--- src/rtl/cnn_pkg.sv ---
// Shared types and helpers for the sequential CNN cell evaluator.
// Imported by the cell FSM, its nonlinearity and array-level wrappers.
package cnn_pkg;

    typedef enum logic [1:0] {
        S_IDLE,
        S_MAC,
        S_FINAL,
        S_OUT
    } state_t;

    localparam logic [1:0] MODE_PWL  = 2'b00;
    localparam logic [1:0] MODE_RELU = 2'b01;
    localparam logic [1:0] MODE_ID   = 2'b10;

    // Wide enough for 2*TAPS full-scale products plus the bias term.
    function automatic int acc_width(input int width, input int taps);
        return 2 * width + $clog2(2 * taps + 1);
    endfunction

endpackage

--- src/rtl/cnn_cell_seq_if.sv ---
// Operand/result handshake bundle for cnn_cell_seq.
// master = producer/consumer side, slave = the cell.
interface cnn_cell_seq_if #(
    parameter int WIDTH = 9,
    parameter int TAPS  = 9
);
    logic                    in_valid;
    logic                    in_ready;
    logic [TAPS*WIDTH-1:0]   a_taps;
    logic [TAPS*WIDTH-1:0]   b_taps;
    logic [TAPS*WIDTH-1:0]   y_nbr;
    logic [TAPS*WIDTH-1:0]   u_nbr;
    logic [WIDTH-1:0]        bias;
    logic [1:0]              mode;
    logic                    out_valid;
    logic                    out_ready;
    logic [WIDTH-1:0]        out_x;
    logic [WIDTH-1:0]        out_y;
    logic                    sat_flag;

    modport master (
        output in_valid, a_taps, b_taps, y_nbr, u_nbr, bias, mode,
        output out_ready,
        input  in_ready, out_valid, out_x, out_y, sat_flag
    );

    modport slave (
        input  in_valid, a_taps, b_taps, y_nbr, u_nbr, bias, mode,
        input  out_ready,
        output in_ready, out_valid, out_x, out_y, sat_flag
    );

endinterface

--- src/rtl/cnn_nonlin.sv ---
// Saturates a wide cell state to WIDTH bits and applies the
// selected output nonlinearity. Purely combinational.
module cnn_nonlin
    import cnn_pkg::*;
#(
    parameter int WIDTH = 9,
    parameter int FRAC  = 6,
    parameter int XW    = 23
) (
    input  logic signed [XW-1:0]    x_full,
    input  logic [1:0]              mode,
    output logic signed [WIDTH-1:0] x_sat,
    output logic signed [WIDTH-1:0] y,
    output logic                    sat
);

    localparam logic signed [XW-1:0] XMAX = XW'((1 << (WIDTH - 1)) - 1);
    localparam logic signed [XW-1:0] XMIN = ~XMAX;
    localparam logic signed [WIDTH-1:0] ONE  = WIDTH'(1 << FRAC);
    localparam logic signed [WIDTH-1:0] NONE = WIDTH'(-(1 << FRAC));

    always_comb begin
        sat   = 1'b0;
        x_sat = x_full[WIDTH-1:0];
        if (x_full > XMAX) begin
            sat   = 1'b1;
            x_sat = XMAX[WIDTH-1:0];
        end else if (x_full < XMIN) begin
            sat   = 1'b1;
            x_sat = XMIN[WIDTH-1:0];
        end
    end

    // Mode 11 is unassigned and falls back to the PWL clamp.
    always_comb begin
        y = x_sat;
        unique case (mode)
            MODE_RELU: begin
                if (x_sat < 0)
                    y = '0;
                else if (x_sat > ONE)
                    y = ONE;
            end
            MODE_ID: y = x_sat;
            default: begin
                if (x_sat > ONE)
                    y = ONE;
                else if (x_sat < NONE)
                    y = NONE;
            end
        endcase
    end

endmodule

--- src/rtl/cnn_cell_seq.sv ---
// Sequential CNN cell: one A*Y + B*U tap pair per cycle through
// a shared MAC, then bias, floor shift, saturation and nonlinearity.
module cnn_cell_seq
    import cnn_pkg::*;
#(
    parameter int WIDTH = 9,
    parameter int FRAC  = 6,
    parameter int TAPS  = 9
) (
    input logic          clk,
    input logic          rst,
    cnn_cell_seq_if.slave bus
);

    localparam int ACCW = acc_width(WIDTH, TAPS);
    localparam int TW   = TAPS * WIDTH;
    localparam int IW   = (TAPS > 1) ? $clog2(TAPS) : 1;
    localparam int PW   = 2 * WIDTH;

    state_t                 state;
    logic [TW-1:0]          a_r, b_r, y_r, u_r;
    logic signed [WIDTH-1:0] bias_r;
    logic [1:0]             mode_r;
    logic signed [ACCW-1:0] acc;
    logic [IW-1:0]          idx;
    logic                   ov_r, sf_r;
    logic [WIDTH-1:0]       ox_r, oy_r;

    logic signed [WIDTH-1:0] a_k, b_k, y_k, u_k;
    logic signed [PW-1:0]    pa, pb;
    logic signed [ACCW-1:0]  mac, bias_ext, acc_fin, x_full;
    logic signed [WIDTH-1:0] nl_x, nl_y;
    logic                    nl_sat;

    always_comb begin
        a_k = a_r[idx*WIDTH +: WIDTH];
        b_k = b_r[idx*WIDTH +: WIDTH];
        y_k = y_r[idx*WIDTH +: WIDTH];
        u_k = u_r[idx*WIDTH +: WIDTH];
        pa  = a_k * y_k;
        pb  = b_k * u_k;
        mac = {{(ACCW-PW){pa[PW-1]}}, pa}
            + {{(ACCW-PW){pb[PW-1]}}, pb};
        bias_ext = {{(ACCW-WIDTH){bias_r[WIDTH-1]}}, bias_r};
        acc_fin  = acc + (bias_ext <<< FRAC);
        x_full   = acc_fin >>> FRAC;
    end

    cnn_nonlin #(
        .WIDTH (WIDTH),
        .FRAC  (FRAC),
        .XW    (ACCW)
    ) u_nonlin (
        .x_full (x_full),
        .mode   (mode_r),
        .x_sat  (nl_x),
        .y      (nl_y),
        .sat    (nl_sat)
    );

    always_ff @(posedge clk) begin
        if (rst) begin
            state  <= S_IDLE;
            a_r    <= '0;
            b_r    <= '0;
            y_r    <= '0;
            u_r    <= '0;
            bias_r <= '0;
            mode_r <= '0;
            acc    <= '0;
            idx    <= '0;
            ov_r   <= 1'b0;
            sf_r   <= 1'b0;
            ox_r   <= '0;
            oy_r   <= '0;
        end else begin
            unique case (state)
                S_IDLE: begin
                    if (bus.in_valid) begin
                        a_r    <= bus.a_taps;
                        b_r    <= bus.b_taps;
                        y_r    <= bus.y_nbr;
                        u_r    <= bus.u_nbr;
                        bias_r <= bus.bias;
                        mode_r <= bus.mode;
                        acc    <= '0;
                        idx    <= '0;
                        state  <= S_MAC;
                    end
                end
                S_MAC: begin
                    acc <= acc + mac;
                    if (idx == IW'(TAPS - 1)) begin
                        idx   <= '0;
                        state <= S_FINAL;
                    end else begin
                        idx <= idx + 1'b1;
                    end
                end
                S_FINAL: begin
                    acc   <= acc_fin;
                    ox_r  <= nl_x;
                    oy_r  <= nl_y;
                    sf_r  <= nl_sat;
                    ov_r  <= 1'b1;
                    state <= S_OUT;
                end
                S_OUT: begin
                    if (bus.out_ready) begin
                        ov_r  <= 1'b0;
                        state <= S_IDLE;
                    end
                end
                default: state <= S_IDLE;
            endcase
        end
    end

    assign bus.in_ready  = (state == S_IDLE);
    assign bus.out_valid = ov_r;
    assign bus.out_x     = ox_r;
    assign bus.out_y     = oy_r;
    assign bus.sat_flag  = sf_r;

endmodule

--- src/flat_wrapper.sv ---
// flat-port wrapper written by rule: the top's interface ports become plain ports
module cnn_cell_seq_flat import cnn_pkg::*;
#(
    parameter int WIDTH = 9,
    parameter int FRAC  = 6,
    parameter int TAPS  = 9
)
  (clk, rst, bus_in_valid, bus_a_taps, bus_b_taps, bus_y_nbr, bus_u_nbr, bus_bias, bus_mode, bus_out_ready, bus_in_ready, bus_out_valid, bus_out_x, bus_out_y, bus_sat_flag);
  cnn_cell_seq_if #(.WIDTH(WIDTH), .TAPS(TAPS)) bus_i ();
  input logic clk;
  input logic rst;
  input wire logic [$bits(bus_i.in_valid)-1:0] bus_in_valid;
  input wire logic [$bits(bus_i.a_taps)-1:0] bus_a_taps;
  input wire logic [$bits(bus_i.b_taps)-1:0] bus_b_taps;
  input wire logic [$bits(bus_i.y_nbr)-1:0] bus_y_nbr;
  input wire logic [$bits(bus_i.u_nbr)-1:0] bus_u_nbr;
  input wire logic [$bits(bus_i.bias)-1:0] bus_bias;
  input wire logic [$bits(bus_i.mode)-1:0] bus_mode;
  input wire logic [$bits(bus_i.out_ready)-1:0] bus_out_ready;
  output wire logic [$bits(bus_i.in_ready)-1:0] bus_in_ready;
  output wire logic [$bits(bus_i.out_valid)-1:0] bus_out_valid;
  output wire logic [$bits(bus_i.out_x)-1:0] bus_out_x;
  output wire logic [$bits(bus_i.out_y)-1:0] bus_out_y;
  output wire logic [$bits(bus_i.sat_flag)-1:0] bus_sat_flag;
  assign bus_i.in_valid = bus_in_valid;
  assign bus_i.a_taps = bus_a_taps;
  assign bus_i.b_taps = bus_b_taps;
  assign bus_i.y_nbr = bus_y_nbr;
  assign bus_i.u_nbr = bus_u_nbr;
  assign bus_i.bias = bus_bias;
  assign bus_i.mode = bus_mode;
  assign bus_i.out_ready = bus_out_ready;
  assign bus_in_ready = bus_i.in_ready;
  assign bus_out_valid = bus_i.out_valid;
  assign bus_out_x = bus_i.out_x;
  assign bus_out_y = bus_i.out_y;
  assign bus_sat_flag = bus_i.sat_flag;
  cnn_cell_seq #(.WIDTH(WIDTH), .FRAC(FRAC), .TAPS(TAPS)) u_core (.clk(clk), .rst(rst), .bus(bus_i));
endmodule
--- config.mk ---
export PLATFORM = sky130hd
export DESIGN_NAME = cnn_cell_seq_flat
export DESIGN_NICKNAME = d
export VERILOG_FILES = /design/src/rtl/cnn_pkg.sv /design/src/rtl/cnn_cell_seq_if.sv /design/src/rtl/cnn_nonlin.sv /design/src/rtl/cnn_cell_seq.sv /design/src/flat_wrapper.sv
export SDC_FILE = /design/constraint.sdc
export NUM_CORES = 1
export LEC_CHECK = 0
export CAP_MARGIN = 20
export CORE_MARGIN = 2
export CORE_UTILIZATION = 56
export DETAILED_ROUTE_END_ITERATION = 6
export PLACE_DENSITY_LB_ADDON = 0.25
export SLEW_MARGIN = 40
export SYNTH_ARGS = -nofsm -noshare
export SYNTH_HDL_FRONTEND = slang
export SYNTH_SLANG_ARGS = --single-unit
--- constraint.sdc ---
create_clock -name clk -period 11.4 [get_ports clk]
set_input_delay 1.14 -clock clk [delete_from_list [all_inputs] [get_ports clk]]
set_output_delay 1.14 -clock clk [all_outputs]
set_load 0.01 [all_outputs]
# ---- After elaboration in Yosys (flattened, before gate mapping)
# Index checks and enable logic that the tools add are counted.
dict set report word_totals {
  register_bits 384
  in_bits 339
  out_inout_bits 21
  word_cells 67
}
dict set report classes {
  add_sub_neg 4
  multipliers 3
  order_cmp 5
  n_eq_ne 9
  shifts 4
  n_mux 20
  n_reduce_logical 9
}
# cell count
set op_table {}
lappend op_table {{$shiftx A81 B9 Y9} 4}
lappend op_table {{$pmux W23 S3} 1}
lappend op_table {{$mux W9} 6}
lappend op_table {{$mul A9 B9 Y18} 2}
lappend op_table {{$add A23 B15 Y23} 1}
lappend op_table {{$add A23 B23 Y23} 1}
lappend op_table {{$mux W23} 1}
lappend op_table {{$add A18 B18 Y19} 1}
lappend op_table {{$pmux W9 S2} 1}
lappend op_table {{$gt A17 B9 Y1 const B} 1}
lappend op_table {{$lt A17 B9 Y1 const B} 1}
lappend op_table {{$gt A9 B8 Y1 const B} 1}
lappend op_table {{$lt A9 B1 Y1 const B} 1}
lappend op_table {{$lt A9 B7 Y1 const B} 1}
lappend op_table {{$mul A4 B4 Y8 const B} 1}
lappend op_table {{$mux W4} 2}
lappend op_table {{$pmux W2 S4} 1}
lappend op_table {{$pmux W4 S2} 1}
lappend op_table {{$reduce_and A2 Y1} 4}
lappend op_table {{$eq A2 B2 Y1 const B} 3}
lappend op_table {{$mux W2} 3}
lappend op_table {{$add A4 B1 Y4 const B} 1}
lappend op_table {{$eq A2 B1 Y1 const B} 2}
lappend op_table {{$eq A4 B4 Y1 const B} 1}
lappend op_table {{other kinds (8)} 12}

# ---- Logic depth before layout (Yosys ltp)
dict set report depth {
  word_depth 8
  depth_mapped 39
  mapped_depth_nobuf 37
}

# ---- Cells and area by module
# From an unflattened synthesis, not the netlist that was laid out.
dict set report hier_totals {
  hier_cells 2837
  area_unflattened_um2 24531.0
}
# mod instances cells_per_inst area_each_um2 seq_area_each_um2
set modules_own_cells {}
lappend modules_own_cells {cnn_cell_seq 1 2775 24124.4 7687.4}
lappend modules_own_cells {cnn_nonlin 1 62 406.6 0.0}

# ---- Least setup slack after synthesis
# Ideal clock, no wire load.
dict set report synth_path {
  path_kind {reg2reg}
  startpoint {register u_core.idx[0]}
  endpoint {register u_core.acc[22]}
  setup_time_ns 0.132
  arrival_ns 9.536
  t_required_ns 11.268
  slack_ns 1.732
  stages_incl_launch_ff 38
  path_buffers 3
  period_less_slack_ns 9.668
  path_cell_list {dfxtp_1 -> clkbuf_1 -> clkbuf_1 -> buf_1 -> mux4_2 -> mux2i_1 -> nor2_1 -> a21oi_1 -> inv_1 -> nand2_1 -> fa_1 -> inv_1 -> fa_1 -> inv_1 -> fa_1 -> fa_1 -> inv_1 -> fa_1 -> [... 2 more ...] -> ha_1 -> o41ai_1 -> nor2b_1 -> o21a_1 -> o21ai_0 -> nand2b_1 -> a21oi_1 -> xnor2_1 -> ha_1 -> and3_1 -> and2_1 -> a32o_1 -> a31o_2 -> o221ai_1 -> o21ai_0 -> a31oi_1 -> xnor2_1 -> o22ai_1}
}
dict set report synth_via {
  elab_chain_len 6
  elab_cells_between_ends 10
  cone_classes {add/sub: 2; mul: 3; shift: 4; mux: 1}
}
# item line_no
set synth_lines {}
lappend synth_lines {{start, declared} cnn_cell_seq.sv:25} ;# logic [IW-1:0] idx;
lappend synth_lines {{start signal, assigned} cnn_cell_seq.sv:97} ;# idx <= idx + 1'b1;
lappend synth_lines {{$mul A4 B4 Y8 *} -}
lappend synth_lines {{$shiftx A81 B9 Y9 (on tied branches)} -}
lappend synth_lines {{$mul A9 B9 Y18 (on tied branches)} {cnn_cell_seq.sv:40, cnn_cell_seq.sv:41}}
lappend synth_lines {{$add A18 B18 Y19 *} cnn_cell_seq.sv:43} ;# + {{(ACCW-PW){pb[PW-1]}}, pb};
lappend synth_lines {{$add A23 B23 Y23 *} cnn_cell_seq.sv:92} ;# acc <= acc + mac;
lappend synth_lines {{$pmux W23 S3 *} cnn_cell_seq.sv:77} ;# unique case (state)
lappend synth_lines {{end signal, assigned} cnn_cell_seq.sv:92}
lappend synth_lines {{end signal, assigned} cnn_cell_seq.sv:101} ;# acc <= acc_fin;
lappend synth_lines {{end, declared} cnn_cell_seq.sv:24} ;# logic signed [ACCW-1:0] acc;
# Every way passes the cells marked *; elsewhere a longest branch is shown, timed or not.
# A chain may end at the register's enable or synchronous reset.

# ---- Worst setup path after layout
# Same ends and word-level chain as after synthesis.

==> run summary <==
status -> finished clean
Clock Sink Count -> 384
Netlist cell types -> 72
number of global-route vias before repair -> 21,260
min-delay src -> u_core.y_r[28]
routability cong. -> 0.9068
post-DR wirelength/cell -> 19.19 um
vias -> 21,530
CTS tree -> yes
share of layout cells above drive strength 1 -> 6.105%
Crit Path Class -> flop to flop
initial antenna violation count -> 3
CTS Buffer Depth -> 3
setup bufs post-CTS -> 0
FF-to-FF End -> u_core.acc[22]
R2R Setup Slk -> 1.12 ns
critical path arrival -> 10.70 ns
Yosys reg bits -> 384
Worst Tran Pin Value -> 0.9005 ns
Yosys top cell by area -> dfxtp_1
Crit path largest cell delay -> 0.81 ns
nets@finish -> 3,802
Critical R2R Launch -> u_core.idx[0]
WP data required -> 11.82 ns
TritonCTS buffer count -> 42
power per cell area -> 224.1 nW/um^2
crit path max fanout -> 35
unrepaired setup endpoints after global routing -> no
Clock transition at path regs -> 0.06 ns
residual DRC count -> 0
Routed Antenna Nets -> 0
first-pass GRT wire length -> 112,100 um
Final Instance Area -> 29,960 um^2
Die W -> 212.9 um
Post-Synthesis Cells -> 2,894
VDD IR max -> 149.2 uV
pin count of the biggest net entering global routing -> 190
Port Buffers -> 359
most common library cell in the layout ignoring fill and taps -> nand2_1
die area -> 45,310 um^2
Initial Util -> 56.70%
Placed Instance Area -> 28,470 um^2
highest-count cells in the layout ignoring fill and taps -> nand2_1 (808), a21oi_1 (397), dfxtp_1 (381)
worst skew pair latency -> 0.57 ns
Root Buffer -> clkbuf_16
Synth Warn # -> 0
FP Rows -> 76
top cell type's share of synthesized area -> 31.47%
P_leak -> 12.38 nW
# fillers -> 3,338
Worst slew margin -> 39.96%
Final setup viols -> 0
CP endpoint kind -> flop
critical path startpoint category -> flop
most frequent CP cell -> fa_1
io pins -> 360
area of the core -> 43,080 um^2
Hold Fails Final Rpt -> 0
Die H -> 212.9 um
final WL -> 72,550 um
period utilisation layout -> 90.17%
min-delay worst type -> flop to flop
# hold bufs at CTS -> 0
max-cap violations -> 0
Top FF cell, synth -> dfxtp_1
grt ovf -> 0
synthesis-to-finish area growth -> 22.64%
Post-Syn Area -> 24,430 um^2
syn_area_per_cell -> 8.440 um^2
worst hold stages -> 2
top cells by area, synth -> dfxtp_1 (31%), fa_1 (14%), nand2_1 (12%), a21oi_1 (8.1%), mux4_2 (6.6%)
Slew Viols, Final -> 0
GRT Util Overall -> 32.01%
Crit-path slowest cell -> dfxtp_4
Peak Freq -> 97.28 MHz
first-iteration detailed-routing DRC count -> 2,027
Synth Net Count -> 3,534
Worst Hold End -> u_core.y_r[28]
number of gates resized after cts -> 0
cells on worst reg2reg path -> 37
post-synthesis sequential area ratio -> 31.47%
Final Skew -> 0.02668 ns
Pre-antenna DRT Iters -> 6
minimum clock period -> 10.28 ns
asr flop ratio synth -> 0%
DPL Wire Length -> 55,900 um
vias per cell -> 5.695
H-tree depth -> 2
Post-synth EDFFs -> 0
Setup TNS Final -> 0 ns
-- worst max-delay path: cells and delay by family (launching register included) --
family	cells	cell delay, ns
compound gates	12	3.12
xor+xnor	2	0.30
fa+ha+maj	9	3.67
buf+inv	5	0.67
flops	1	0.81
mux	2	0.66
simple gates	7	0.87
-- synthesized netlist by cell type, types with 5 or more instances --
cell type / number
o21ai_0: 37
nand2_1: 809
a32o_1: 7
or4_1: 7
nor2b_1: 25
nor2_1: 135
a211oi_1: 11
dfxtp_1: 384
nand3_1: 16
a22oi_1: 10
o31a_1: 6
nand2b_1: 15
xnor2_1: 36
and2_1: 15
o21a_1: 20
o211ai_1: 10
xor2_1: 17
clkbuf_1: 146
nor3_1: 20
o21ai_1: 19
ha_1: 127
fa_1: 174
a21oi_1: 397
or3_1: 6
a21o_1: 17
mux2i_1: 41
mux4_2: 72
a32oi_1: 5
inv_1: 214
buf_1: 18
-- routing by layer --
layer	part of all wire (%)	track usage (%)	vias to the layer above
met5	0.037	0	-
met4	2.8	9.163	4
met3	8.3	7.369	146
met2	47	51.22	851
met1	42	43.60	10420
li1	-	-	10120
-- report_power, final --
part	leakage (nW)	switching (mW)	internal, mW
Combinational	8.52	2.04	1.43
Clock	0.712	0.584	0.851
Sequential	3.15	0.192	1.61
Total	12.4	2.82	3.89
-- area by class of cell --
| type | count | area [um^2] | share of cell area, % |
|---|---|---|---|
| clock inverters | 15 | 231.5 | 0.7727 |
| well taps | 585 | 732.0 | 2.443 |
| diodes | 2 | 5.005 | 0.01671 |
| clock buffers | 61 | 1234 | 4.118 |
| inverters | 216 | 810.8 | 2.707 |
| repair buffers | 390 | 3913 | 13.06 |
| flip-flops and latches | 384 | 7699 | 25.70 |
| multi-input cells | 2128 | 15330 | 51.18 |
-- cells by family after synthesis --
family / Yosys count / share of synthesized area [%]
adders and majority gates: 301 / 20.77
and+or+nand+nor: 1076 / 17.88
xor gates and xnor gates: 53 / 1.900
DFF: 384 / 31.47
buffers and inverters: 382 / 5.881
muxes: 113 / 8.319
AOI/OAI and AO/OA: 585 / 13.78
-- flip-flops by register name, summed over array words and instances (netlist names) --
name	cells
u_core.acc	23
u_core.y_r	81
u_core.mode_r	2
u_core.state	2
u_core.bus.out_valid	1
u_core.bus.out_y	9
u_core.bias_r	9
u_core.bus.out_x	9
u_core.b_r	81
u_core.a_r	81
u_core.idx	4
u_core.bus.sat_flag	1
u_core.u_r	81
-- worst max-delay path by stage --
stage	to	startpoint	slack (ns)	cells after the start
after floorplan	u_core.acc[22]	u_core.idx[0]	1.73	37
after global routing	u_core.acc[22]	u_core.idx[0]	0.40	37
after CTS	u_core.acc[22]	u_core.idx[0]	1.12	37
final	u_core.acc[22]	u_core.idx[0]	1.12	37
after global placement	u_core.acc[22]	u_core.idx[0]	1.49	32
after detailed placement	u_core.acc[22]	u_core.idx[0]	1.14	37
-- stage by stage --
step                instances  setup WS, ns  hold slack, ns  power (mW)  util, %
finish                   3781         1.121          0.4538       6.714    69.54
CTS                      3779         1.118          0.4529       6.694    69.50
detailed placement       3703         1.138          0.4450       5.253    66.10
global placement         3701         1.491          0.4396       5.143    65.96
floorplan                2894         1.732          0.4331       4.255        -
global route             3779        0.3973          0.4709       7.184    69.53
Note: power is estimated with default switching activity, not from simulation.
